[src/rtl/ptw_req_sched.sv]
// Page-table-walker request scheduler: latches iside/dside/dirty requests,
// issues one walk at a time in round-robin order, merges same-page TLB misses.
module ptw_req_sched #(
    parameter int unsigned TIMEOUT_CYCLES = 4096
) (
    input  logic        clk,
    input  logic        reset,
    input  logic        i_req,
    input  logic [63:0] i_va,
    input  logic        d_req,
    input  logic [63:0] d_va,
    input  logic        dirty_req,
    input  logic [63:0] dirty_va,
    input  logic        flush,
    output logic        walk_valid,
    output logic [63:0] walk_va,
    output logic [1:0]  walk_kind,
    input  logic        walk_ready,
    input  logic        walk_done,
    output logic        i_done,
    output logic        d_done,
    output logic        dirty_done,
    output logic        busy,
    output logic        timeout_err,
    output logic        overflow_err
);

    typedef enum logic [1:0] {
        IDLE  = 2'd0,
        ISSUE = 2'd1,
        BUSY  = 2'd2
    } state_t;

    localparam logic [1:0]  SRC_I = 2'd0;
    localparam logic [1:0]  SRC_D = 2'd1;
    localparam logic [1:0]  SRC_W = 2'd2;
    localparam logic [15:0] TMAX  = 16'(TIMEOUT_CYCLES);

    function automatic logic [1:0] rr_next(input logic [1:0] s);
        return (s == 2'd2) ? 2'd0 : s + 2'd1;
    endfunction

    state_t      state_q, state_d;
    logic [2:0]  pend_q, pend_d;
    logic [2:0]  infl_q, infl_d;
    logic [2:0]  done_q, done_d;
    logic [1:0]  rr_q, rr_d;
    logic [63:0] va_q [3];
    logic [63:0] va_n [3];
    logic [63:0] wva_q, wva_d;
    logic [1:0]  kind_q, kind_d;
    logic [15:0] cnt_q, cnt_d;
    logic        terr_q, terr_d;
    logic        oerr_q, oerr_d;

    logic [2:0]  req;
    logic [2:0]  kept;
    logic [2:0]  accept;
    logic [2:0]  cand;
    logic [2:0]  grant;
    logic [1:0]  first, second, third;
    logic [1:0]  win;
    logic [1:0]  other;
    logic        win_vld;
    logic        merge;

    assign req = {dirty_req, d_req, i_req};

    // flush lands before this cycle's requests, so a same-cycle miss survives
    assign kept   = pend_q & ~{1'b0, flush, flush};
    assign accept = req & ~kept & ~infl_q;
    assign cand   = kept | accept;

    assign va_n[0] = accept[0] ? i_va     : va_q[0];
    assign va_n[1] = accept[1] ? d_va     : va_q[1];
    assign va_n[2] = accept[2] ? dirty_va : va_q[2];

    always_comb begin
        first  = rr_q;
        second = rr_next(first);
        third  = rr_next(second);
        if (cand[first]) begin
            win = first;
        end else if (cand[second]) begin
            win = second;
        end else begin
            win = third;
        end
    end

    assign win_vld = |cand;
    assign other   = (win == SRC_I) ? SRC_D : SRC_I;

    // only TLB misses on the same 4 KiB page share a walk
    assign merge = (win != SRC_W) && cand[other] &&
                   (va_n[win][63:12] == va_n[other][63:12]);

    assign grant = (3'b001 << win) |
                   ((merge ? 3'b001 : 3'b000) << other);

    always_comb begin
        state_d = state_q;
        pend_d  = cand;
        infl_d  = infl_q;
        done_d  = 3'b000;
        rr_d    = rr_q;
        wva_d   = wva_q;
        kind_d  = kind_q;
        cnt_d   = cnt_q;
        terr_d  = terr_q;
        oerr_d  = oerr_q | (|(req & (kept | infl_q)));
        unique case (state_q)
            IDLE: begin
                if (win_vld) begin
                    state_d = ISSUE;
                    pend_d  = cand & ~grant;
                    infl_d  = grant;
                    rr_d    = rr_next(win);
                    wva_d   = va_n[win];
                    kind_d  = win;
                end
            end
            ISSUE: begin
                if (walk_ready) begin
                    state_d = BUSY;
                    cnt_d   = 16'd0;
                end
            end
            BUSY: begin
                if (cnt_q != TMAX) begin
                    cnt_d = cnt_q + 16'd1;
                end
                if (cnt_q >= TMAX - 16'd1) begin
                    terr_d = 1'b1;
                end
                if (walk_done) begin
                    state_d = IDLE;
                    done_d  = infl_q;
                    infl_d  = 3'b000;
                end
            end
            default: begin
                state_d = IDLE;
            end
        endcase
    end

    always_ff @(posedge clk) begin
        if (reset) begin
            state_q <= IDLE;
            pend_q  <= 3'b000;
            infl_q  <= 3'b000;
            done_q  <= 3'b000;
            rr_q    <= SRC_I;
            wva_q   <= 64'd0;
            kind_q  <= 2'd0;
            cnt_q   <= 16'd0;
            terr_q  <= 1'b0;
            oerr_q  <= 1'b0;
            for (int s = 0; s < 3; s++) begin
                va_q[s] <= 64'd0;
            end
        end else begin
            state_q <= state_d;
            pend_q  <= pend_d;
            infl_q  <= infl_d;
            done_q  <= done_d;
            rr_q    <= rr_d;
            wva_q   <= wva_d;
            kind_q  <= kind_d;
            cnt_q   <= cnt_d;
            terr_q  <= terr_d;
            oerr_q  <= oerr_d;
            for (int s = 0; s < 3; s++) begin
                va_q[s] <= va_n[s];
            end
        end
    end

    assign walk_valid   = (state_q == ISSUE);
    assign busy         = (state_q != IDLE);
    assign walk_va      = wva_q;
    assign walk_kind    = kind_q;
    assign i_done       = done_q[0];
    assign d_done       = done_q[1];
    assign dirty_done   = done_q[2];
    assign timeout_err  = terr_q;
    assign overflow_err = oerr_q;

endmodule

[config.mk]
export PLATFORM = sky130hd
export DESIGN_NAME = ptw_req_sched
export DESIGN_NICKNAME = d
export VERILOG_FILES = /design/src/rtl/ptw_req_sched.sv
export SDC_FILE = /design/constraint.sdc
export NUM_CORES = 1
export LEC_CHECK = 0
export CORE_UTILIZATION = 40
export CTS_CLUSTER_DIAMETER = 40
export DETAILED_ROUTE_END_ITERATION = 10
export HOLD_SLACK_MARGIN = 0.06
export MAX_ROUTING_LAYER = met4
export PLACE_DENSITY = 0.66
export SLEW_MARGIN = 20
export SYNTH_ARGS = -nofsm -noshare
export SYNTH_HDL_FRONTEND = slang
export SYNTH_SLANG_ARGS = --single-unit
[constraint.sdc]
create_clock -name clk -period 2.7 [get_ports clk]
set_input_delay 0.27 -clock clk [delete_from_list [all_inputs] [get_ports clk]]
set_output_delay 0.27 -clock clk [all_outputs]
set_load 0.05 [all_outputs]
==> impl_metrics.tcl <==
set metrics [dict create \
    outcome "complete, but fails checks" \
    violated_checks "negative setup slack" \
    synth.ff_latch_count 289 \
    worst-slew-pin-transition_ps 708 \
    final_layout_size_suffix_gt1_share_pct 32.8 \
    final_hpwl_dp_mm 57.0 \
    drtAntennaViolNets 0 \
    grt_start_max_net_pins 99 \
    io_pins 273 \
    first_pass_iters 5 \
    synth_flop_type "dfxtp_1" \
    path_clk_slew_ps 60 \
    final-setup-viol-count 5 \
    timing.clock.skew_ps 21.4 \
    core-area_um2 35600 \
    tritoncts.num_buffers 46 \
    via_count 16800 \
    power_density_of_the_placed_cells_nw_per_um2 943 \
    die_height_um 192 \
    worstHoldPathType "in2reg" \
    nFillCells 2902 \
    path_max_fanout 6 \
    crit-reg2reg-capture "infl_q[1]" \
    cts_root_buf "clkbuf_16" \
    antenna_found_initial 4 \
    final_max_slew_viol_count 0 \
    postSynth.asyncResetShare_pct 0 \
    synth.yosys.seq_area_share_pct 40.1 \
    rows 69 \
    final_cell_count_no_fill 2879 \
    finish.net_count 2580 \
    floorplan.die.width_um 192 \
    worst_endpoint_required_time_ps 3190 \
    period_needed_ps 3270 \
    holdCritStartpoint "reset" \
    gp_congestion 1.02 \
    grt_remaining_overflow 0 \
    setup_total_negative_slack_ps -2100 \
    unrepaired_setup_endpoints_after_global_routing "yes" \
    hold_violations 0 \
    synthesis.area_per_instance_um2 8.64 \
    route.final.wire_length_mm 75.9 \
    drt_iter0_drc 1565 \
    first_global_vias 16300 \
    area_growth_from_synthesis_to_layout_pct 66.5 \
    post-route-util_pct 67.6 \
    ys.warnings.count 0 \
    mappedNetlistNets 1872 \
    r2r_start "infl_q[1]" \
    worst_ep_arrival_time_ps 3760 \
    cts_tree "built" \
    terminating_pin_of_the_worst_hold_path "walk_va[41]" \
    grt_most_used_layer "met2" \
    reg2regPathDepth 14 \
    post-route-drc-count 0 \
    met2_usage_pct 65.6 \
    use_met1_pct 50.9 \
    post_cts_hold_buffer_count 0 \
    wire_length_of_the_first_global_routing_pass_mm 107 \
    cp-end-kind "flip-flop" \
    static-leakage-power_nw 9.90 \
    setup_slack_ps -568 \
    htree_num_levels 2 \
    die-area_um2 36900 \
    wire_per_inst_um 26.4 \
    fin_total_pwr_mw 22.7 \
    synthesis.instances 1670 \
    hold_depth 2 \
    dp.cells 2748 \
    avgViaCountPerCell 5.82 \
    max_slew_margin_pct 52.4 \
    timing.setup.critical_path_class "reg2reg" \
    post_synth_edffs 0 \
    worst-r2r-setup-slack_ps -570 \
    groute.usage.overall_pct 41.4 \
    insertion_delay_ps 590 \
    cts_sinks 289 \
    cts-root-to-sink-buffers 3 \
    max_freq_mhz 306 \
    max_cap_violations 0 \
    use_met3_pct 6.61 \
    synthDistinctLibCells 92 \
    max-vdd-ir-drop_uv 748 \
    hold_ws_ps 126 \
    floorplan.initialDensity_pct 40.6 \
    startpoint_kind_of_the_worst_setup_timing_path "flip-flop" \
    placement.io_buffers 272 \
    final.period_utilization_pct 121 \
    synth.cell_area_um2 14400 \
]
[state kept, by name, summed over array words and instances, names as in the netlist, 2 cells and up]
name,flops
cnt_q,16
done_q,3
first,2
infl_q,3
pend_q,3
state_q,2
va_q,192
walk_kind,2
walk_va,64
[layer usage]
layer  vias up  part of all wire (%)
li1       7566                     -
met1      8157                    40
met2       852                    46
met3       193                   7.5
met4         0                   5.9
met5         -                     0
[cell type report]
class                   instances  area, µm²  share of cell area (%)
inverters                      12       45.0                   0.187
clock inverters                29        340                    1.42
diodes                          2       5.00                  0.0208
multi-input cells            1245       8810                    36.7
well taps                     461        577                    2.40
repair buffers                784       7160                    29.8
flip-flops and latches        289       5810                    24.2
clock buffers                  57       1290                    5.35
[critical path, stage by stage, from the launching register on]
cell and delay (ps):
dfxtp_4 360, nand2b_4 170, buf_6 130, nor2_4 110, buf_12 130, bufbuf_16 270
buf_6 150, mux2i_4 270, a211oi_1 80, a31oi_1 140, o22ai_1 130, a2111o_1 470
nor4b_2 310, nand4_1 280, o211ai_1 170
[cells in the mapped netlist (all sizes together) (5+ instances only)]
library cell    n  area, µm²
o22ai          45        288
nor2b          24        153
a211oi         34        255
nor3           65        330
a32oi          11       96.3
clkbuf         61        229
nand2b         16        108
a221oi          7       61.3
inv            12       45.1
nand3          36        190
a21oi          91        459
xor2           10       87.6
a21o            7       52.6
nand4          12       75.1
o21a            8       67.6
a2bb2oi         5       43.8
o2111ai         7       61.3
a2111oi         8       76.3
o21ai          64        324
nor3b           5       37.5
o32a            5       50.1
o22a            5       43.8
a31oi          11       68.8
o211ai         23        173
nor4           14        109
buf            64        410
o221ai          8       70.1
dfxtp         289       5790
mux2           33        372
a22oi          14        105
a21boi         15        113
xnor2          11       96.3
nand2          79        297
and3           13       81.3
mux2i         170       1710
or3            11       68.8
nor2          299       1130
[where the power goes]
group / leakage, nW / switching, mW / internal, mW
combinational: 6.72 / 6.27 / 4.96
sequential: 2.38 / 0.325 / 4.86
clock: 0.794 / 2.33 / 3.92
total: 9.90 / 8.93 / 13.7
[how the worst max path moves through the flow]
stage | from | end | slack [ps] | cells after the start
CTS | infl_q[1] | infl_q[0] | -480 | 14
global route | infl_q[1] | infl_q[1] | -640 | 13
floorplan | infl_q[1] | pend_q[0] | 4 | 13
detailed placement | flush | infl_q[0] | -1220 | 16
finish | infl_q[1] | infl_q[1] | -570 | 14
global placement | flush | infl_q[0] | -1250 | 16
[through the flow]
| stage | cell area, µm² | worst slack, ps |
|---|---|---|
| CTS | 23400 | -478 |
| global route | 24000 | -636 |
| global placement | 21100 | -1250 |
| finish | 24000 | -568 |
| detailed placement | 21100 | -1220 |
| floorplan | 14600 | 3.84 |
[kinds of logic (layout without fill, tap and decap cells)]
family / count (synthesis) / after routing / synth area share (%)
fa+ha+maj: 2 / 2 / 0.173
flops: 289 / 289 / 40.1
xor+xnor: 21 / 21 / 1.27
compound gates: 417 / 417 / 19.9
other cells: 0 / 2 / 0
simple gates: 601 / 602 / 19.5
buf+inv: 137 / 882 / 4.74
mux: 203 / 203 / 14.4
[what timing repair did]
| item | 4_1_cts | 5_1_grt |
|---|---|---|
| endpoints found under the setup margin | 19 | 8 |
| buffers inserted | 21 | 18 |
| resized for setup | 109 | 85 |
| gates cloned | 3 | 2 |
| pin swaps | 28 | 35 |
[layout by cell type (no fill, tap or decap), drive strengths merged, types with 15 or more instances in the layout]
cell type / n
buf: 509
clkbuf: 59
o21ai: 64
dfxtp: 289
a211oi: 34
nor2b: 24
nand2b: 16
a21boi: 15
a21oi: 91
nor3: 65
nor2: 300
o211ai: 23
inv: 22
clkdlybuf4s50: 271
mux2i: 170
o22ai: 45
nand2: 79
mux2: 33
nand3: 36
(Power assumes the default switching activity.)
==> edit 1 (same settings) <==
Re-encode `state_t` (3 states) as one-hot, 3 bits wide.
--- a/src/rtl/ptw_req_sched.sv
+++ b/src/rtl/ptw_req_sched.sv
@@ -26,8 +26,8 @@
 );
 
-    typedef enum logic [1:0] {
-        IDLE  = 2'd0,
-        ISSUE = 2'd1,
-        BUSY  = 2'd2
+    typedef enum logic [2:0] {
+        IDLE  = 3'b001,
+        ISSUE = 3'b010,
+        BUSY  = 3'b100
     } state_t;
 
Check against the original RTL: no difference found for any inputs over 4 cycles, from zero or initial values and one cycle with reset high; so few cycles prove little.
==> edit 1 against the original RTL <==
The flow still finishes with violations (setup timing). Count of clock-buffer cells in the layout shrank 1. Synthesized cell count shrank 0.18%. Final area shrank 4.7%. Routed wire length shrank 16%. Maximum frequency shrank 0.50%. Sequential cell count grew 1. Total power grew 32%. Via count shrank 4.4%. Largest cell class unchanged. Worst setup slack lost 0.016 ns. Synthesized area shrank 0.71%.
==> edit 1: results (changes against the original RTL) <==
Parameter                              Value

Final layout
  Finished Layout Cells ... 2,803 (was 2,879)
  Final #Nets ... 2,512 (was 2,580)
  Layout buffering overhead excluding clock cells ... 0.274 (was 0.298)
  Area used by multi-input combinational logic ... 0.00837 sq mm (was 0.00881 sq mm)
  Antenna Cells ... 0 (was 2)
  Repair and plain buffers ... 713 (was 784)
  Layout clock area frac ... 0.0795 (was 0.0677)

GRT
  Met1 Use GR ... 0.456 (was 0.509)
  Wire length of the first global-routing pass ... 94,900 um (was 107,000 um)
  Antenna violations before repair ... 0 (was 4)
  Gr usage total ... 0.357 (was 0.414)
  Maximum number of pins on one net before global-route repair ... 127 (was 99)
  Grt met3 use ... 0.0624 (was 0.0661)

Logic synthesis
  Commonest cells in the netlist ... nor2_1 (305), dfxtp_1 (290), mux2i_1 (151), a21oi_1 (83), nand2_1 (81) (was nor2_1 (297), dfxtp_1 (289), mux2i_1 (169), a21oi_1 (90), nand2_1 (79))
  Synth Register Bits ... 290 (was 289)

Placement
  Instance area at placement ... 0.0205 sq mm (was 0.0211 sq mm)

Pwr
  Switching power total ... 0.0128 W (was 0.00893 W)
  Power share of the clock group ... 0.233 (was 0.276)
  Reported leakage power ... 9.66 nW (was 9.90 nW)

Worst setup path
  Critical Path Source ... infl_q[0] (was infl_q[1])
  CP max FO ... 15 (was 6)

Drt
  Met1 layer wirelength in the final routing ... 27,800 um (was 30,700 um)
  Routed wl met3 ... 4870 um (was 5670 um)

Clock tree
  TritonCTS Buffers ... 48 (was 46)
  Post-CTS setup repair buffer count ... 15 (was 21)

STA
  Min Hold Slack ... 0.247 ns (was 0.126 ns)
  Crit path setup slack, layout ... -0.584 ns (was -0.568 ns)
  Final setup vio count ... 4 (was 5)
  Setup Total Neg Slack ... -2.30 ns (was -2.10 ns)

Run status
  Outcome ... complete, but fails checks (unchanged)
  Failing checks ... setup timing (unchanged)
## edit 1: worst register-to-register path, cell delays in order (launching register included)
cell	delay [ns]
dfxtp_2	0.34
nand2b_4	0.20
nor2_4	0.15
buf_12	0.19
buf_4	0.19
mux2_2	0.41
a222oi_1	0.53
nand4_1	0.21
nor4_2	0.20
a31oi_1	0.14
and4b_1	0.29
nand4_1	0.22
o221ai_1	0.13
## edit 1: kinds of logic after synthesis
family                     count (synthesis)  synth area share
buffers and inverters                    137            0.0423
muxes                                    189             0.135
AOI/OAI and AO/OA                        398             0.193
and+or+nand+nor                          619             0.203
DFF                                      290             0.405
xor gates and xnor gates                  32            0.0196
adders and majority gates                  2           0.00175
## edit 1: power by group through the flow
stage	clock, W	combinational [W]	sequential (W)
after detailed placement	0	0.0160	0.00585
after global placement	0	0.0160	0.00583
after CTS	0.00701	0.0166	0.00581
after floorplan	0	0.00661	0.00753
after global routing	0.00723	0.0179	0.00591
final	0.00695	0.0171	0.00582
==> edit 2 (same flow settings) <==
Made on the original files. The parameter `TIMEOUT_CYCLES` goes from 4096 to 2048.
--- a/src/rtl/ptw_req_sched.sv
+++ b/src/rtl/ptw_req_sched.sv
@@ -2,5 +2,5 @@
 // issues one walk at a time in round-robin order, merges same-page TLB misses.
 module ptw_req_sched #(
-    parameter int unsigned TIMEOUT_CYCLES = 4096
+    parameter int unsigned TIMEOUT_CYCLES = 2048
 ) (
     input  logic        clk,
Behaviour: no difference found for any inputs over 4 cycles, from zero or initial values and one cycle with reset high; that may be too few to reach the edited logic, so the function may still have changed.
==> edit 2 against the original RTL <==
The run still ends with setup timing left. Total power is 11% lower. Final area is 8.8% lower. Sequential cell count did not move. Non-clock buffer count is 125 lower. Worst setup slack worse by 0.066 ns. Routed wire length is 29% lower. Synthesized area shrank 6.5%. Die area down 6.5%. Critical endpoint unchanged.
==> edit 2: results (changes against the original RTL) <==
Parameter                              Value

Final layout
  Layout buffering overhead excluding clock cells ... 0.275 (was 0.298)
  #MultiIn Comb ... 1,110 (was 1,245)
  Layout clock area frac ... 0.0796 (was 0.0677)
  Finished Layout Cells ... 2,604 (was 2,879)
  Utilization of the core after routing ... 0.667 (was 0.676)
  Final #Nets ... 2,323 (was 2,580)

Logic synthesis
  Sequential fraction of the synthesis area ... 0.429 (was 0.401)
  Post-synthesis mux area share ... 0.159 (was 0.144)
  Fraction of synthesized cell area in xor and xnor cells ... 0.0208 (was 0.0127)

Worst setup path
  Slowest stage cell, crit path ... or4_4 (was a2111o_1)
  Family with the most delay on the worst path ... simple AND/OR/NAND/NOR gates (was compound AO/OA/AOI/OAI gates)
  Flop2flop setup slack ... -0.63 ns (was -0.57 ns)
  Critical Path Source ... pend_q[0] (was infl_q[1])
  Critical path arrival ... 3.78 ns (was 3.76 ns)

STA
  Setup Total Neg Slack ... -2.42 ns (was -2.10 ns)
  Min Hold Slack ... 0.300 ns (was 0.126 ns)
  Headroom to the max-slew limit ... 0.560 (was 0.524)
  Crit path setup slack, layout ... -0.634 ns (was -0.568 ns)
  Final setup vio count ... 4 (was 5)

Run status
  Outcome ... complete, but fails checks (unchanged)
  Failing checks ... setup timing (unchanged)

Clock tree
  TritonCTS Buffers ... 47 (was 46)
  Post-CTS setup repair buffer count ... 24 (was 21)
  Worst skew pair latency ... 0.56 ns (was 0.59 ns)

Drt
  Number of violations reported at the end of detailed-routing iteration 0 ... 1,179 (was 1,565)
  Routed vias/inst ... 5.40 (was 5.82)
  Final routed wirelength across all metal layers ... 53,900 um (was 75,900 um)

Pwr
  Internal power component ... 0.0129 W (was 0.0137 W)

Placement
  Dpl cells ... 2,480 (was 2,748)
## edit 2: worst register-to-register path: stages, from the launching register on
cell and delay, ns:
dfxtp_2 0.35, nor2b_4 0.20, buf_12 0.13, nor2_8 0.03
buf_12 0.15, buf_6 0.14, buf_16 0.13, mux2i_4 0.19
and3_1 0.16, or4_4 0.52, nor4_4 0.31, buf_4 0.16
nand4_1 0.12, or4_4 0.47, a31oi_2 0.17
## edit 2: worst min-delay path by stage
stage / startpoint / end / cells after the start
after floorplan: i_va[31] / va_q[0][31] / 2
after global placement: walk_va[58] / walk_va[58] / 2
after detailed placement: walk_va[54] / walk_va[54] / 2
after CTS: reset / va_q[0][120] / 2
after global routing: reset / va_q[0][184] / 2
final: reset / va_q[0][166] / 2
## edit 2: routing by layer
| layer | vias to the layer above | GRT usage |
|---|---|---|
| met2 | 609 | 0.503 |
| li1 | 6668 | - |
| met3 | 127 | 0.0605 |
| met1 | 6659 | 0.408 |
| met5 | - | - |
| met4 | 0 | 0.110 |
